--- config.mk ---
export PLATFORM = sky130hd
export DESIGN_NAME = conf_int_mac_issuer
export DESIGN_NICKNAME = d
export VERILOG_FILES = /design/src/rtl/conf_int_mac_issuer.sv
export SDC_FILE = /design/constraint.sdc
export NUM_CORES = 1
export LEC_CHECK = 0
export CORE_ASPECT_RATIO = 1.25
export CORE_UTILIZATION = 41
export CTS_CLUSTER_DIAMETER = 40
export CTS_CLUSTER_SIZE = 12
export DETAILED_ROUTE_END_ITERATION = 10
export HOLD_SLACK_MARGIN = 0.1
export PLACE_DENSITY = 0.81
export SYNTH_ARGS = -nofsm -noshare
export SYNTH_HDL_FRONTEND = slang
export SYNTH_SLANG_ARGS = --single-unit
export TNS_END_PERCENT = 30
--- constraint.sdc ---
create_clock -name clk -period 1.9 [get_ports clk]
set_clock_uncertainty 0.2 [all_clocks]
set_input_delay 0.38 -clock clk [delete_from_list [all_inputs] [get_ports clk]]
set_output_delay 0.38 -clock clk [all_outputs]
set_load 0.02 [all_outputs]
--- src/rtl/conf_int_mac_issuer.sv ---
// conf_int_mac_issuer
// Issues one operand set at a time to an external combinational MAC, waits a
// configurable number of settle cycles, then captures the MAC result and holds
// it behind a valid/ready handshake. Supports an approximate mode that zeroes
// the low Pn bits of a and b, and an accumulate mode that feeds the previous
// result back in as c.
//
// Ports:
//   clk, rst                 clock, synchronous active-high reset
//   in_valid / in_ready      operand handshake (in_ready only while idle)
//   in_a, in_b, in_c         operands
//   apx_en                   zero a[Pn-1:0] and b[Pn-1:0] for this transaction
//   acc_en, acc_clr          use / clear the accumulator as c
//   mac_a, mac_b, mac_c      registered operands driven to the MAC
//   mac_a_h, mac_b_h         mac_a / mac_b bits [31:Pn]
//   mac_c_h                  mac_c bits [31:2*Pn]
//   mac_d                    MAC result (combinational from mac_*)
//   out_valid / out_ready    result handshake
//   out_d                    registered result
//   op_count                 completed transaction count (wraps)
module conf_int_mac_issuer #(
    parameter int unsigned OP_BITWIDTH        = 32,
    parameter int unsigned DATA_PATH_BITWIDTH = 32,
    parameter int unsigned Pn                 = 12,
    parameter int unsigned SETTLE_CYCLES      = 1
) (
    input  logic                                  clk,
    input  logic                                  rst,
    input  logic                                  in_valid,
    output logic                                  in_ready,
    input  logic [DATA_PATH_BITWIDTH-1:0]         in_a,
    input  logic [DATA_PATH_BITWIDTH-1:0]         in_b,
    input  logic [DATA_PATH_BITWIDTH-1:0]         in_c,
    input  logic                                  apx_en,
    input  logic                                  acc_en,
    input  logic                                  acc_clr,
    output logic [DATA_PATH_BITWIDTH-1:0]         mac_a,
    output logic [DATA_PATH_BITWIDTH-1:0]         mac_b,
    output logic [DATA_PATH_BITWIDTH-1:0]         mac_c,
    output logic [DATA_PATH_BITWIDTH-Pn-1:0]      mac_a_h,
    output logic [DATA_PATH_BITWIDTH-Pn-1:0]      mac_b_h,
    output logic [DATA_PATH_BITWIDTH-2*Pn-1:0]    mac_c_h,
    input  logic [DATA_PATH_BITWIDTH-1:0]         mac_d,
    output logic                                  out_valid,
    input  logic                                  out_ready,
    output logic [DATA_PATH_BITWIDTH-1:0]         out_d,
    output logic [15:0]                           op_count
);

    localparam int unsigned DW         = DATA_PATH_BITWIDTH;
    localparam int unsigned OPC_W      = 16;
    // A settle time of zero still needs one cycle for the MAC inputs to be registered.
    localparam int unsigned SETTLE_EFF = (SETTLE_CYCLES < 1) ? 1 : SETTLE_CYCLES;
    localparam int unsigned CNT_W      = (SETTLE_EFF > 1) ? $clog2(SETTLE_EFF) : 1;
    localparam logic [CNT_W-1:0] CNT_LOAD = CNT_W'(SETTLE_EFF - 1);
    // Keeps bits [DW-1:Pn], clears the approximated low bits.
    localparam logic [DW-1:0] APX_MASK = {{(DW-Pn){1'b1}}, {Pn{1'b0}}};

    // Elaboration-time parameter sanity checks
    if (DATA_PATH_BITWIDTH != 32) begin : g_dw_check
        $error("conf_int_mac_issuer: DATA_PATH_BITWIDTH must be 32");
    end
    if ((Pn < 1) || (Pn > 15)) begin : g_pn_check
        $error("conf_int_mac_issuer: Pn must be in 1..15");
    end
    if (OP_BITWIDTH == 0) begin : g_op_check
        $error("conf_int_mac_issuer: OP_BITWIDTH must be nonzero");
    end

    typedef enum logic [1:0] {
        ST_IDLE,
        ST_WAIT,
        ST_HOLD
    } state_e;

    state_e             state_q,     state_d;
    logic [CNT_W-1:0]   settle_q,    settle_d;
    logic [DW-1:0]      a_q,         a_d;
    logic [DW-1:0]      b_q,         b_d;
    logic [DW-1:0]      c_q,         c_d;
    logic [DW-1:0]      acc_q,       acc_d;
    logic [DW-1:0]      out_d_q,     out_d_d;
    logic               out_valid_q, out_valid_d;
    logic               in_ready_q,  in_ready_d;
    logic [OPC_W-1:0]   op_count_q,  op_count_d;

    // Next-state and datapath update
    always_comb begin
        state_d     = state_q;
        settle_d    = settle_q;
        a_d         = a_q;
        b_d         = b_q;
        c_d         = c_q;
        acc_d       = acc_q;
        out_d_d     = out_d_q;
        out_valid_d = out_valid_q;
        op_count_d  = op_count_q;

        unique case (state_q)
            ST_IDLE: begin
                if (in_valid && in_ready_q) begin
                    a_d = apx_en ? (in_a & APX_MASK) : in_a;
                    b_d = apx_en ? (in_b & APX_MASK) : in_b;
                    if (acc_en) begin
                        c_d = acc_clr ? '0 : acc_q;
                    end else begin
                        c_d = in_c;
                    end
                    // Clear applies even when the accumulator is not selected as c.
                    if (acc_clr) begin
                        acc_d = '0;
                    end
                    settle_d = CNT_LOAD;
                    state_d  = ST_WAIT;
                end
            end
            ST_WAIT: begin
                if (settle_q == '0) begin
                    out_d_d     = mac_d;
                    acc_d       = mac_d;
                    out_valid_d = 1'b1;
                    op_count_d  = op_count_q + OPC_W'(1);
                    state_d     = ST_HOLD;
                end else begin
                    settle_d = settle_q - CNT_W'(1);
                end
            end
            ST_HOLD: begin
                if (out_ready) begin
                    out_valid_d = 1'b0;
                    state_d     = ST_IDLE;
                end
            end
            default: begin
                state_d = ST_IDLE;
            end
        endcase

        // Registered so in_ready tracks the state without a decode on the output.
        in_ready_d = (state_d == ST_IDLE);
    end

    // State and datapath registers
    always_ff @(posedge clk) begin
        if (rst) begin
            state_q     <= ST_IDLE;
            settle_q    <= '0;
            a_q         <= '0;
            b_q         <= '0;
            c_q         <= '0;
            acc_q       <= '0;
            out_d_q     <= '0;
            out_valid_q <= 1'b0;
            in_ready_q  <= 1'b1;
            op_count_q  <= '0;
        end else begin
            state_q     <= state_d;
            settle_q    <= settle_d;
            a_q         <= a_d;
            b_q         <= b_d;
            c_q         <= c_d;
            acc_q       <= acc_d;
            out_d_q     <= out_d_d;
            out_valid_q <= out_valid_d;
            in_ready_q  <= in_ready_d;
            op_count_q  <= op_count_d;
        end
    end

    // MAC operands come only from the operand registers; high ports are slices of them.
    assign mac_a     = a_q;
    assign mac_b     = b_q;
    assign mac_c     = c_q;
    assign mac_a_h   = a_q[DW-1:Pn];
    assign mac_b_h   = b_q[DW-1:Pn];
    assign mac_c_h   = c_q[DW-1:2*Pn];
    assign in_ready  = in_ready_q;
    assign out_valid = out_valid_q;
    assign out_d     = out_d_q;
    assign op_count  = op_count_q;

endmodule

* After elaboration in Yosys (flattened, before gate mapping)
Cells that the tools add are included.
** Cells by class
- Add/sub/neg operators :: 2
- Equal/unequal tests :: 5
- Multiplexer cells :: 17
- Bitwise logic cells :: 1
- Reductions and logical operators :: 10
** Operator list (count)
- 32-bit 2-to-1 mux :: 4
- 32-bit one-hot mux with 2 select lines :: 1
- 12-bit 2-to-1 mux :: 2
- 16-bit by 1-bit adder with 16-bit output (second input constant) :: 1
- 2-bit 2-to-1 mux :: 3
- 2-bit != test (second input constant) :: 3
- 2-bit one-hot mux with 3 select lines :: 1
- 2-bit AND reduction :: 3
- 3-bit AND reduction :: 2
- 2-bit zero test :: 2
- 1-bit 2-to-1 mux :: 4
- 1-bit one-hot mux with 2 select lines :: 2
- 2-bit nonzero test :: 2
- 2-bit by 1-bit equality test with 1-bit output (second input constant) :: 1
- 2-bit equality test (second input constant) :: 1
- 1-bit logical AND :: 1
- 1-bit inverter :: 1
- 1-bit subtractor (second input constant) :: 1
** Word-level totals
- Bits in registers :: 181
- Input bits :: 135
- Output and inout bits :: 194

* Depth between registers and ports, before layout
- Depth in word-level cells :: 4
- Mapped depth :: 7
- Mapped depth without buffers :: 5

* Worst setup path after synthesis
OpenSTA, ideal clock, no wires.
- Path kind :: reg-to-reg
- Start :: reg op_count_q[3], in the netlist op_count[3]
- End :: reg op_count_q[15], in the netlist op_count[15]
- Library setup time :: 0.121 ns
- Arrival :: 1.513 ns
- Data required time :: 1.579 ns
- Path slack :: 0.066 ns
- Stages on the path, launching flop included :: 5
- Buffers on the path :: 0
- Clock period less this slack :: 1.834 ns
- Path through :: dfxtp_1 > nand4_1 > nor3_1 > and4_1 > mux2_2
** On the way
- Cells in the longest elaborated chain, start to end :: 1
** RTL lines
- from (decl) :: line 85 : logic [OPC_W-1:0] op_count_q, op_count_d;
- from (signal assigned) :: line 166 : op_count_q <= op_count_d;
- 16-bit by 1-bit adder with 16-bit output :: line 122 : op_count_d = op_count_q + OPC_W'(1);
Every way passes these cells.
A chain may end at the register's enable or synchronous reset.

* Final worst setup path
- Start :: reg op_count_q[7], in the netlist op_count[7]
- End :: out op_count[7]
** RTL lines
- to (decl) :: line 47 : output logic [15:0] op_count
No word-level cell between the ends.

==> out/metrics.cfg <==
[pwr]
p_leak_nw = 4.686
peakVddDrop_mv = 0.5770
comb_power_share_pct = 19.0
powerDensity_nw_per_um2 = 910.1
p_sw_share_pct = 27.66
p_sw_w = 0.002682
pwr-share-clk_pct = 37.9
internal_power_w = 0.007015
p_seq_share_pct = 43.1

[synthesis]
syn_area_sq_um = 6994
synth_cell_type_count = 39
synth_top_flop_cell = dfxtp_1
synth_async_sr_flop_share_pct = 0
synth_top_area_share_pct = 51.52
synth_area_leader_cell = dfxtp_1
ys_seq_area_share_pct = 51.52
synth_edf_count = 0
syn_inst = 805
ys_ff_latch = 180
syn_avg_cell_area_sq_um = 8.688
synth_area_leaders = dfxtp_1 (52%), nand2_1 (10%), a21oi_1 (7.9%)
syn_nets = 941
yosys_warnings = 0

[setup_path]
path_max_fanout = 5
r2r_slack_ns = 0.12
criticalPathCategory = reg2out
crit-reg2reg-capture = op_count[15]
crit_cells = 1
end_kind = output pin
crit_chain = dlygate4sd2_1
reg2reg_depth = 4
arrival_ns = 1.25
cp_top_family = flip-flops
startpoint = op_count[7]
worstPathRequired_ns = 1.32
reg2reg_from = op_count[7]
cpMaxStageDelayCell = dfxtp_1
startpoint_type = flip-flop
cp_num_buf_inv = 1
crit_path_end = op_count[7]
cpPeakStageDelay_ns = 0.46

[placed_design]
portBuffers = 328
placed_cells = 1271
placedInstanceArea_sq_um = 10270
dpl.hpwl_microns = 14550
gp_congestion = 0.8248

[cts]
clk_latency_ns = 0.42
cts_root_buf = clkbuf_16
htree_levels = 4
cts_buffers = 17
clkTransAtPathRegs_ns = 0.07
cts_tree = done
cts_buffer_depth = 2
clock-sinks = 180

[floorplanning]
dieArea_sq_um = 17590
rows = 53
chipHeight_microns = 148.0
dieWidth_microns = 118.8
pin_count = 329
floorplan.initialDensity_pct = 41.69
core-area_sq_um = 16780

[drt]
drt_first_iter_violations = 330
ant_nets = 0
routedWlPerCell_microns = 15.52
drcViolationCount = 0
wirelength_microns = 20230
routed_via_density = 4.958
drtPass1Iterations = 4
vias = 6460

[status]
status = completed

[layout]
final-seq-area_sq_um = 3606
layout-drive-gt1-share_pct = 6.925
final_nets = 1206
final_cell_area_sq_um = 10660
multi_input_area_sq_um = 2771
fill_cells = 1513
instances_no_fill = 1303
diodes = 0
syn2layout_area_growth_pct = 52.34

[sta]
slew_violations = 0
fin_crit_sh_pct = 96.23
min_period_ns = 1.828
hold_viol = 0
tightest_slew_ns = 0.4171
rsz0062_at_grt = no
fmax_ghz = 0.5470
max-slew-margin-rel_pct = 72.19
finalSetupViolCount = 0

[global_routing]
antenna_found_initial = 0
grt_use_total_pct = 22.98
grt_max_degree = 65
grt_pass1_vias = 6169
grt_pass1_wl_microns = 31910
grt_overflow_total = 0

[flow_run]
cap_violations = 0

[worst_hold_path]
hp-class = reg2reg

## final cells by class
type                    instances  area share [%]
clock buffers                  20           4.286
clock inverters                12           1.550
multi-input cells             515           26.01
flip-flops and latches        180           33.84
well taps                     220           2.583
repair buffers                356           31.73
## layer usage
layer  share of wire, %  vias up  GRT usage [%]
met5                  0        -              0
met4                2.0        0          7.468
met3                7.0       25          7.215
met2                 51      226          42.02
met1                 40     2996          25.01
li1                   -     3213              -
## cells by family after synthesis
logic type               share of synthesized area [%]
AO/OA/AOI/OAI                                    15.42
adder cells (fa/ha/maj)                         0.1789
AND/OR/NAND/NOR                                  22.38
flip-flops                                       51.52
XOR/XNOR                                         1.127
buffers and inverters                            9.052
multiplexers                                    0.3220
## power by group through the flow
stage,Combinational [W],Clock (W),Sequential [W]
6_report,0.00184,0.00367,0.00418
5_1_grt,0.00199,0.00393,0.00421
3_3_place_gp,0.00203,0,0.00427
2_1_floorplan,0.000809,0,0.00450
3_5_place_dp,0.00206,0,0.00428
4_1_cts,0.00186,0.00375,0.00418
## flip-flops by register name, indices dropped and copies added, names as in the netlist
signal	flops
state_q	2
op_count	16
out_d	32
acc_q	32
out_valid	1
mac_a	32
in_ready	1
mac_b	32
mac_c	32
## placed cells by master, fill, tap and decap left out, types with 3 or more instances in the layout
cell and instances:
dlygate4sd2_1 194, nand2_1 186, dfxtp_1 178, clkdlybuf4s50_1 132
a21oi_1 110, nor2_1 51, nand2b_1 34, nand3b_1 33
a311oi_1 32, a22o_1 24, buf_4 18, clkbuf_16 17
buf_12 11, xor2_1 7, inv_6 4, nand4_1 3
nand3_1 3, o21ai_0 3, bufinv_16 3, clkinvlp_4 3
## synthesized netlist by cell type, types with 5 or more instances
library cell and n:
a21oi_1 110, buf_4 48, buf_1 5, xor2_1 7, nand2_1 186, buf_2 14
dfxtp_1 180, a311oi_1 32, nand3b_1 33, clkbuf_1 40, nand2b_1 34, nor2_1 51
a22o_1 24
## how the worst min path moves through the flow
| stage | cells past startpoint | slack, ns | startpoint | to |
|---|---|---|---|---|
| global placement | 2 | 0.24 | out_d[30] | out_d[30] |
| floorplan | 2 | 0.24 | acc_q[0] | acc_q[0] |
| global route | 2 | 0.27 | acc_q[31] | acc_q[31] |
| detailed placement | 2 | 0.25 | out_d[1] | out_d[1] |
| finish | 2 | 0.25 | out_d[30] | out_d[30] |
| CTS | 2 | 0.25 | out_d[1] | out_d[1] |
## per-stage QoR
| step | TNS [ns] | util, % | hold WS, ns | total power (W) | worst slack, ns |
|---|---|---|---|---|---|
| 2_1_floorplan | 0 | - | 0.2364 | 0.005313 | 0.06630 |
| 3_3_place_gp | -17.19 | 61.23 | 0.2421 | 0.006300 | -0.2195 |
| 3_5_place_dp | -20.30 | 61.23 | 0.2465 | 0.006339 | -0.2642 |
| 4_1_cts | 0 | 63.49 | 0.2535 | 0.009791 | 0.01339 |
| 5_1_grt | 0 | 63.51 | 0.2721 | 0.01013 | 0.02215 |
| 6_report | 0 | 63.51 | 0.2542 | 0.009697 | 0.07169 |
## repair_timing
action	4_1_cts	5_1_grt
hold buffers	0	0
pin swaps	0	0
gates resized for setup	194	2
setup endpoints to repair	194	8
buffers inserted	0	0
Power figures use the tool's default switching activity.
